<file path="config.mk">
export PLATFORM = sky130hd
export DESIGN_NAME = ecc_host_if
export DESIGN_NICKNAME = d
export VERILOG_FILES = /design/src/rtl/ecc_host_if.sv
export SDC_FILE = /design/constraint.sdc
export NUM_CORES = 1
export LEC_CHECK = 0
export ABC_CLOCK_PERIOD_IN_PS = 2100
export BUFFER_PORTS_ARGS = -buffer_cell sky130_fd_sc_hd__buf_4
export CAP_MARGIN = 20
export CORE_MARGIN = 1
export CORE_UTILIZATION = 38
export CTS_BUF_LIST = sky130_fd_sc_hd__clkbuf_4 sky130_fd_sc_hd__clkbuf_8 sky130_fd_sc_hd__clkbuf_16
export DETAILED_ROUTE_END_ITERATION = 12
export PLACE_DENSITY = 0.73
export SKIP_CTS_REPAIR_TIMING = 1
export SLEW_MARGIN = 20
export SYNTH_ARGS = -nofsm -noshare
export SYNTH_HDL_FRONTEND = slang
export SYNTH_SLANG_ARGS = --single-unit
</file>
<file path="constraint.sdc">
create_clock -name clk -period 2.1 [get_ports clk]
set_clock_uncertainty 0.1 [all_clocks]
set_input_delay 0.105 -clock clk [delete_from_list [all_inputs] [get_ports clk]]
set_output_delay 0.105 -clock clk [all_outputs]
set_load 0.02 [all_outputs]
</file>
<file path="src/rtl/ecc_host_if.sv">
// rtl/ecc_host_if.sv - host load/run/unload controller for one GF(2^163) ECC core
// Optional: ECC_IO_CHECKSUM_EN appends an XOR checksum word to the unload stream.

module ecc_host_if #(
    parameter int RUN_CYCLES = 3000
) (
    input  logic         clk,
    input  logic         rst,
    input  logic         abort,
    input  logic         in_valid,
    output logic         in_ready,
    input  logic [31:0]  in_data,
    output logic         out_valid,
    input  logic         out_ready,
    output logic [31:0]  out_data,
    output logic [162:0] Rx,
    output logic [162:0] Ry,
    input  logic [162:0] res_xx,
    input  logic [162:0] res_zz,
    output logic         core_rst,
    output logic         core_enable,
    output logic         busy,
    output logic         done
);

    typedef enum logic [1:0] {
        S_LOAD    = 2'd0,
        S_RUN     = 2'd1,
        S_CAPTURE = 2'd2,
        S_UNLOAD  = 2'd3
    } state_t;

    localparam logic [15:0] RUN_LAST = 16'(RUN_CYCLES - 1);
`ifdef ECC_IO_CHECKSUM_EN
    localparam logic [3:0] LAST_IDX = 4'd12;
`else
    localparam logic [3:0] LAST_IDX = 4'd11;
`endif

    // Word k of a 163-bit operand; word 5 naturally yields only bits [162:160].
    function automatic logic [31:0] f_word(input logic [162:0] v, input logic [2:0] k);
        return 32'(v >> {k, 5'd0});
    endfunction

    function automatic logic [162:0] f_insert(input logic [162:0] v, input logic [2:0] k,
                                              input logic [31:0] d);
        logic [162:0] m;
        m = 163'(32'hFFFF_FFFF) << {k, 5'd0};
        return (v & ~m) | (163'(d) << {k, 5'd0});
    endfunction

    state_t         r_state;
    state_t         w_next_state;
    logic [3:0]     r_idx;
    logic [15:0]    r_cnt;
    logic [162:0]   r_rx;
    logic [162:0]   r_ry;
    logic [162:0]   r_sh_xx;
    logic [162:0]   r_sh_zz;
    logic           r_in_ready;
    logic           r_out_valid;
    logic [31:0]    r_out_data;
    logic           r_core_rst;
    logic           r_core_en;
    logic           r_busy;
    logic           r_done;
`ifdef ECC_IO_CHECKSUM_EN
    logic [31:0]    r_csum;
`endif

    logic           w_in_fire;
    logic           w_out_fire;
    logic [2:0]     w_slot;
    logic [3:0]     w_idx_inc;
    logic [31:0]    w_unload_word;

    always_comb begin
        w_in_fire     = in_valid & r_in_ready & (r_state == S_LOAD);
        w_out_fire    = out_ready & r_out_valid & (r_state == S_UNLOAD);
        w_slot        = (r_idx < 4'd6) ? r_idx[2:0] : 3'(r_idx - 4'd6);
        w_idx_inc     = r_idx + 4'd1;
        w_unload_word = (w_idx_inc < 4'd6) ? f_word(r_sh_xx, w_idx_inc[2:0])
                                           : f_word(r_sh_zz, 3'(w_idx_inc - 4'd6));
`ifdef ECC_IO_CHECKSUM_EN
        if (r_idx == 4'd11) begin
            w_unload_word = r_csum ^ r_out_data;
        end
`endif
    end

    always_comb begin
        w_next_state = r_state;
        if (abort) begin
            w_next_state = S_LOAD;
        end else begin
            case (r_state)
                S_LOAD:    if (w_in_fire && r_idx == 4'd11) w_next_state = S_RUN;
                S_RUN:     if (r_cnt == RUN_LAST) w_next_state = S_CAPTURE;
                S_CAPTURE: w_next_state = S_UNLOAD;
                S_UNLOAD:  if (w_out_fire && r_idx == LAST_IDX) w_next_state = S_LOAD;
                default:   w_next_state = S_LOAD;
            endcase
        end
    end

    always_ff @(posedge clk or negedge rst) begin
        if (!rst) begin
            r_state     <= S_LOAD;
            r_idx       <= 4'd0;
            r_cnt       <= 16'd0;
            r_rx        <= '0;
            r_ry        <= '0;
            r_sh_xx     <= '0;
            r_sh_zz     <= '0;
            r_in_ready  <= 1'b1;
            r_out_valid <= 1'b0;
            r_out_data  <= 32'd0;
            r_core_rst  <= 1'b0;
            r_core_en   <= 1'b0;
            r_busy      <= 1'b0;
            r_done      <= 1'b0;
`ifdef ECC_IO_CHECKSUM_EN
            r_csum      <= 32'd0;
`endif
        end else begin
            r_state <= w_next_state;
            r_done  <= 1'b0;
            if (abort) begin
                // Operands survive an abort; only sequencing state is cleared.
                r_idx       <= 4'd0;
                r_cnt       <= 16'd0;
                r_core_en   <= 1'b0;
                r_core_rst  <= 1'b0;
                r_out_valid <= 1'b0;
                r_in_ready  <= 1'b1;
                r_busy      <= 1'b0;
            end else begin
                case (r_state)
                    S_LOAD: begin
                        if (w_in_fire) begin
                            if (r_idx < 4'd6) r_rx <= f_insert(r_rx, w_slot, in_data);
                            else              r_ry <= f_insert(r_ry, w_slot, in_data);
                            if (r_idx == 4'd11) begin
                                r_idx      <= 4'd0;
                                r_cnt      <= 16'd0;
                                r_in_ready <= 1'b0;
                                r_core_rst <= 1'b1;
                                r_core_en  <= 1'b1;
                                r_busy     <= 1'b1;
                            end else begin
                                r_idx <= w_idx_inc;
                            end
                        end
                    end
                    S_RUN: begin
                        r_cnt <= r_cnt + 16'd1;
                        if (r_cnt == RUN_LAST) r_core_en <= 1'b0;
                    end
                    S_CAPTURE: begin
                        r_sh_xx     <= res_xx;
                        r_sh_zz     <= res_zz;
                        r_out_data  <= f_word(res_xx, 3'd0);
                        r_out_valid <= 1'b1;
                        r_idx       <= 4'd0;
`ifdef ECC_IO_CHECKSUM_EN
                        r_csum      <= 32'd0;
`endif
                    end
                    S_UNLOAD: begin
                        if (w_out_fire) begin
`ifdef ECC_IO_CHECKSUM_EN
                            r_csum <= r_csum ^ r_out_data;
`endif
                            if (r_idx == LAST_IDX) begin
                                r_idx       <= 4'd0;
                                r_out_valid <= 1'b0;
                                r_core_rst  <= 1'b0;
                                r_busy      <= 1'b0;
                                r_in_ready  <= 1'b1;
                                r_done      <= 1'b1;
                            end else begin
                                r_idx      <= w_idx_inc;
                                r_out_data <= w_unload_word;
                            end
                        end
                    end
                    default: ;
                endcase
            end
        end
    end

    assign in_ready    = r_in_ready;
    assign out_valid   = r_out_valid;
    assign out_data    = r_out_data;
    assign Rx          = r_rx;
    assign Ry          = r_ry;
    assign core_rst    = r_core_rst;
    assign core_enable = r_core_en;
    assign busy        = r_busy;
    assign done        = r_done;

endmodule

</file>
==> impl_metrics.ini <==
[status]
run_status = finished, violations left
violations = negative setup slack

[placement]
dp_slack_ns = -0.203
post-dp-hpwl_um = 80200
gp_congestion = 0.929
io_buffers = 726

[worst_setup_path]
worstRegToRegCells = 8
crit_path_start_kind = flop
cp_max_fo = 8
cp.arrival_ns = 2.72
rr_startpoint = r_state[0]
worst-r2r-setup-slack_ns = -0.22
r2r-end = Ry[49]
end_kind = flop
crit_required_ns = 2.50
path_class = flop to flop

[timing]
fin_crit_sh_pct = 111
maxSlewHeadroom_pct = 52.0
final_max_slew_viol_count = 0
worst_slew_pin_slew_ns = 0.713
setup-tns-final_ns = -20.48
final_hold_viol_count = 0
grt_setup_unrepaired = yes
min_period_ns = 2.32
setup_viol = 228
setup_ws_ns = -0.221
clock.fmax_mhz = 431

[yosys]
yosys_register_bits = 711
syn_area_um2 = 30500
yosysWarnings = 0
synth_edf_count = 0
syn_inst = 2856
synth_top_area_share_pct = 58.2
ys_seq_area_share_pct = 58.3
avgSynthCellArea_um2 = 10.7
syn_nets = 3226
async_flop_share_pct = 100
synth_area_leaders = dfrtp_1 (58%), nand2_1 (13%), mux2_2 (12%), mux2i_1 (1.8%), mux4_2 (1.8%)
synthTopCellsByCount = nand2_1 (1049), dfrtp_1 (710), mux2_2 (337)
post-synth-top-count-cell = nand2_1
ys_types = 62
synth_top_cell_by_area = dfrtp_1
synthFlopType = dfrtp_1

[clock_tree]
clock_sinks = 711
cts_made_buffers = 77
root_buffer = clkbuf_16
cts_tree = yes
clkTransAtPathRegs_ns = 0.06
insertion_delay_ns = 0.64
htree_levels = 3
clock_path_buffers = 3

[route]
drc = 0
wirelength_um = 132000
via_count = 28800
routed_via_density = 5.49
drt-pass1-iter-count = 6
antenna_left = 0
wl_per_cell_um = 25.2
drt_iter0_markers = 2537

[finish]
syn_to_final_growth_pct = 57.0
drive_gt1_share_pct = 39.8
multiInputGateArea_um2 = 13000
fin_util_pct = 60.5
fillers = 5759
nets = 4502
regArea_um2 = 17800

[power]
seq_power_share_pct = 37.6
p_sw_share_pct = 36.5
power.density_nw_per_um2 = 1160
p_comb_share_pct = 37.6
power_uw = 55600
share_clk_of_total_power_pct = 24.8
p_leak_uw = 0.0240
switchingPower_uw = 20300
intPower_uw = 35300
peakVddDrop_uv = 707

[min_path]
min_from = in_valid
hold_path_depth = 5
hold_class = input port to flop
min_to = r_idx[1]

[flow_run]
cap_violations = 0

[global_route]
grt_pass1_wl_um = 159000
grt_util_all_layers_pct = 25.9
antenna_found_initial = 9
grt.overflow.total = 0
grt_pass1_vias = 25200
grt_max_degree = 98

[die]
rows = 103
ios = 727
fp.dieH_um = 285
design.core.area_um2 = 79300
die_area_um2 = 81500
start_util_pct = 38.5
dieWidth_um = 285
[cells in the final DEF (no fill, tap or decap), types with 25 or more instances in the layout]
cell           count
mux2i_1           51
mux2_2           184
buf_12            64
clkbuf_16        112
nor2_1            49
buf_4            896
buf_6             31
o21ai_1           25
nand2_1         1031
mux2_4           158
dlygate4sd3_1    361
nand3_1           46
a21oi_1           42
dfrtp_1          708
o21ai_0           58
[layer usage]
layer  wire, um  up-vias  share of wire (%)  GRT usage (%)
li1           -    12100                  -              -
met1      47700    14300                 36           31.2
met2      63200     1887                 48           43.3
met3      12300      528                9.3           6.29
met4       8990        6                6.8           13.0
met5         34        -              0.026              0
[final cells by class]
type                            instances  share of cell area, %
Antenna cell                            6                 0.0313
Clock buffer                          107                   4.70
Clock inverter                         32                  0.687
Inverter                                6                 0.0470
Multi-Input combinational cell       1931                   27.1
Sequential cell                       711                   37.1
Tap cell                             1050                   2.74
Timing Repair Buffer                 1405                   27.5
[cells by family after synthesis]
logic type	count (synthesis)	synth area share, %
muxes	426	16.4
xor gates and xnor gates	10	0.336
adders and majority gates	7	0.287
buffers and inverters	215	3.22
DFF	711	58.3
AOI/OAI and AO/OA	234	4.92
and+or+nand+nor	1253	16.6
[through the flow]
| stage | std cells | cell area, um2 | hold WS (ns) |
|---|---|---|---|
| floorplan | 2856 | 30600 | -0.291 |
| global placement | 4629 | 38600 | -0.0289 |
| detailed placement | 4629 | 38600 | -0.0280 |
| CTS | 4768 | 41200 | -0.702 |
| global route | 5245 | 47900 | 0.0819 |
| finish | 5248 | 47900 | 0.0435 |
[power groups by stage]
stage / combinational (uW) / sequential [uW] / clock (uW)
4_1_cts: 17700 / 20600 / 13900
2_1_floorplan: 8220 / 21700 / 0
3_5_place_dp: 17600 / 20800 / 0
6_report: 20900 / 20900 / 13800
5_1_grt: 22200 / 21200 / 14500
3_3_place_gp: 17300 / 20600 / 0
[registers in the layout, summed over array words and instances (netlist names)]
| name | flops |
|---|---|
| Rx | 163 |
| Ry | 163 |
| busy | 1 |
| core_enable | 1 |
| done | 1 |
| in_ready | 1 |
| out_data | 32 |
| out_valid | 1 |
| r_cnt | 16 |
| r_idx | 4 |
| r_sh_xx | 163 |
| r_sh_zz | 163 |
| r_state | 2 |
[worst max-delay path by stage]
| stage | startpoint | endpoint | slack [ns] | cells after the start |
|---|---|---|---|---|
| 2_1_floorplan | r_state[0] | r_sh_xx[100] | 0.01 | 9 |
| 3_5_place_dp | r_idx[0] | out_data[19] | -0.20 | 8 |
| 5_1_grt | r_state[0] | Ry[49] | -0.28 | 8 |
| 4_1_cts | r_idx[0] | out_data[19] | -0.24 | 8 |
| 6_report | r_state[0] | Ry[49] | -0.22 | 8 |
| 3_3_place_gp | r_idx[0] | out_data[19] | -0.21 | 8 |
[worst max-delay path, cell delays in order, from the launching register on]
cell	delay [ns]
dfrtp_1	0.40
inv_2	0.09
ha_4	0.13
and4b_1	0.22
nand3b_1	0.21
nor3b_4	0.28
buf_12	0.17
buf_8	0.19
mux2_2	0.36
Note: power is estimated with default switching activity, not from simulation.
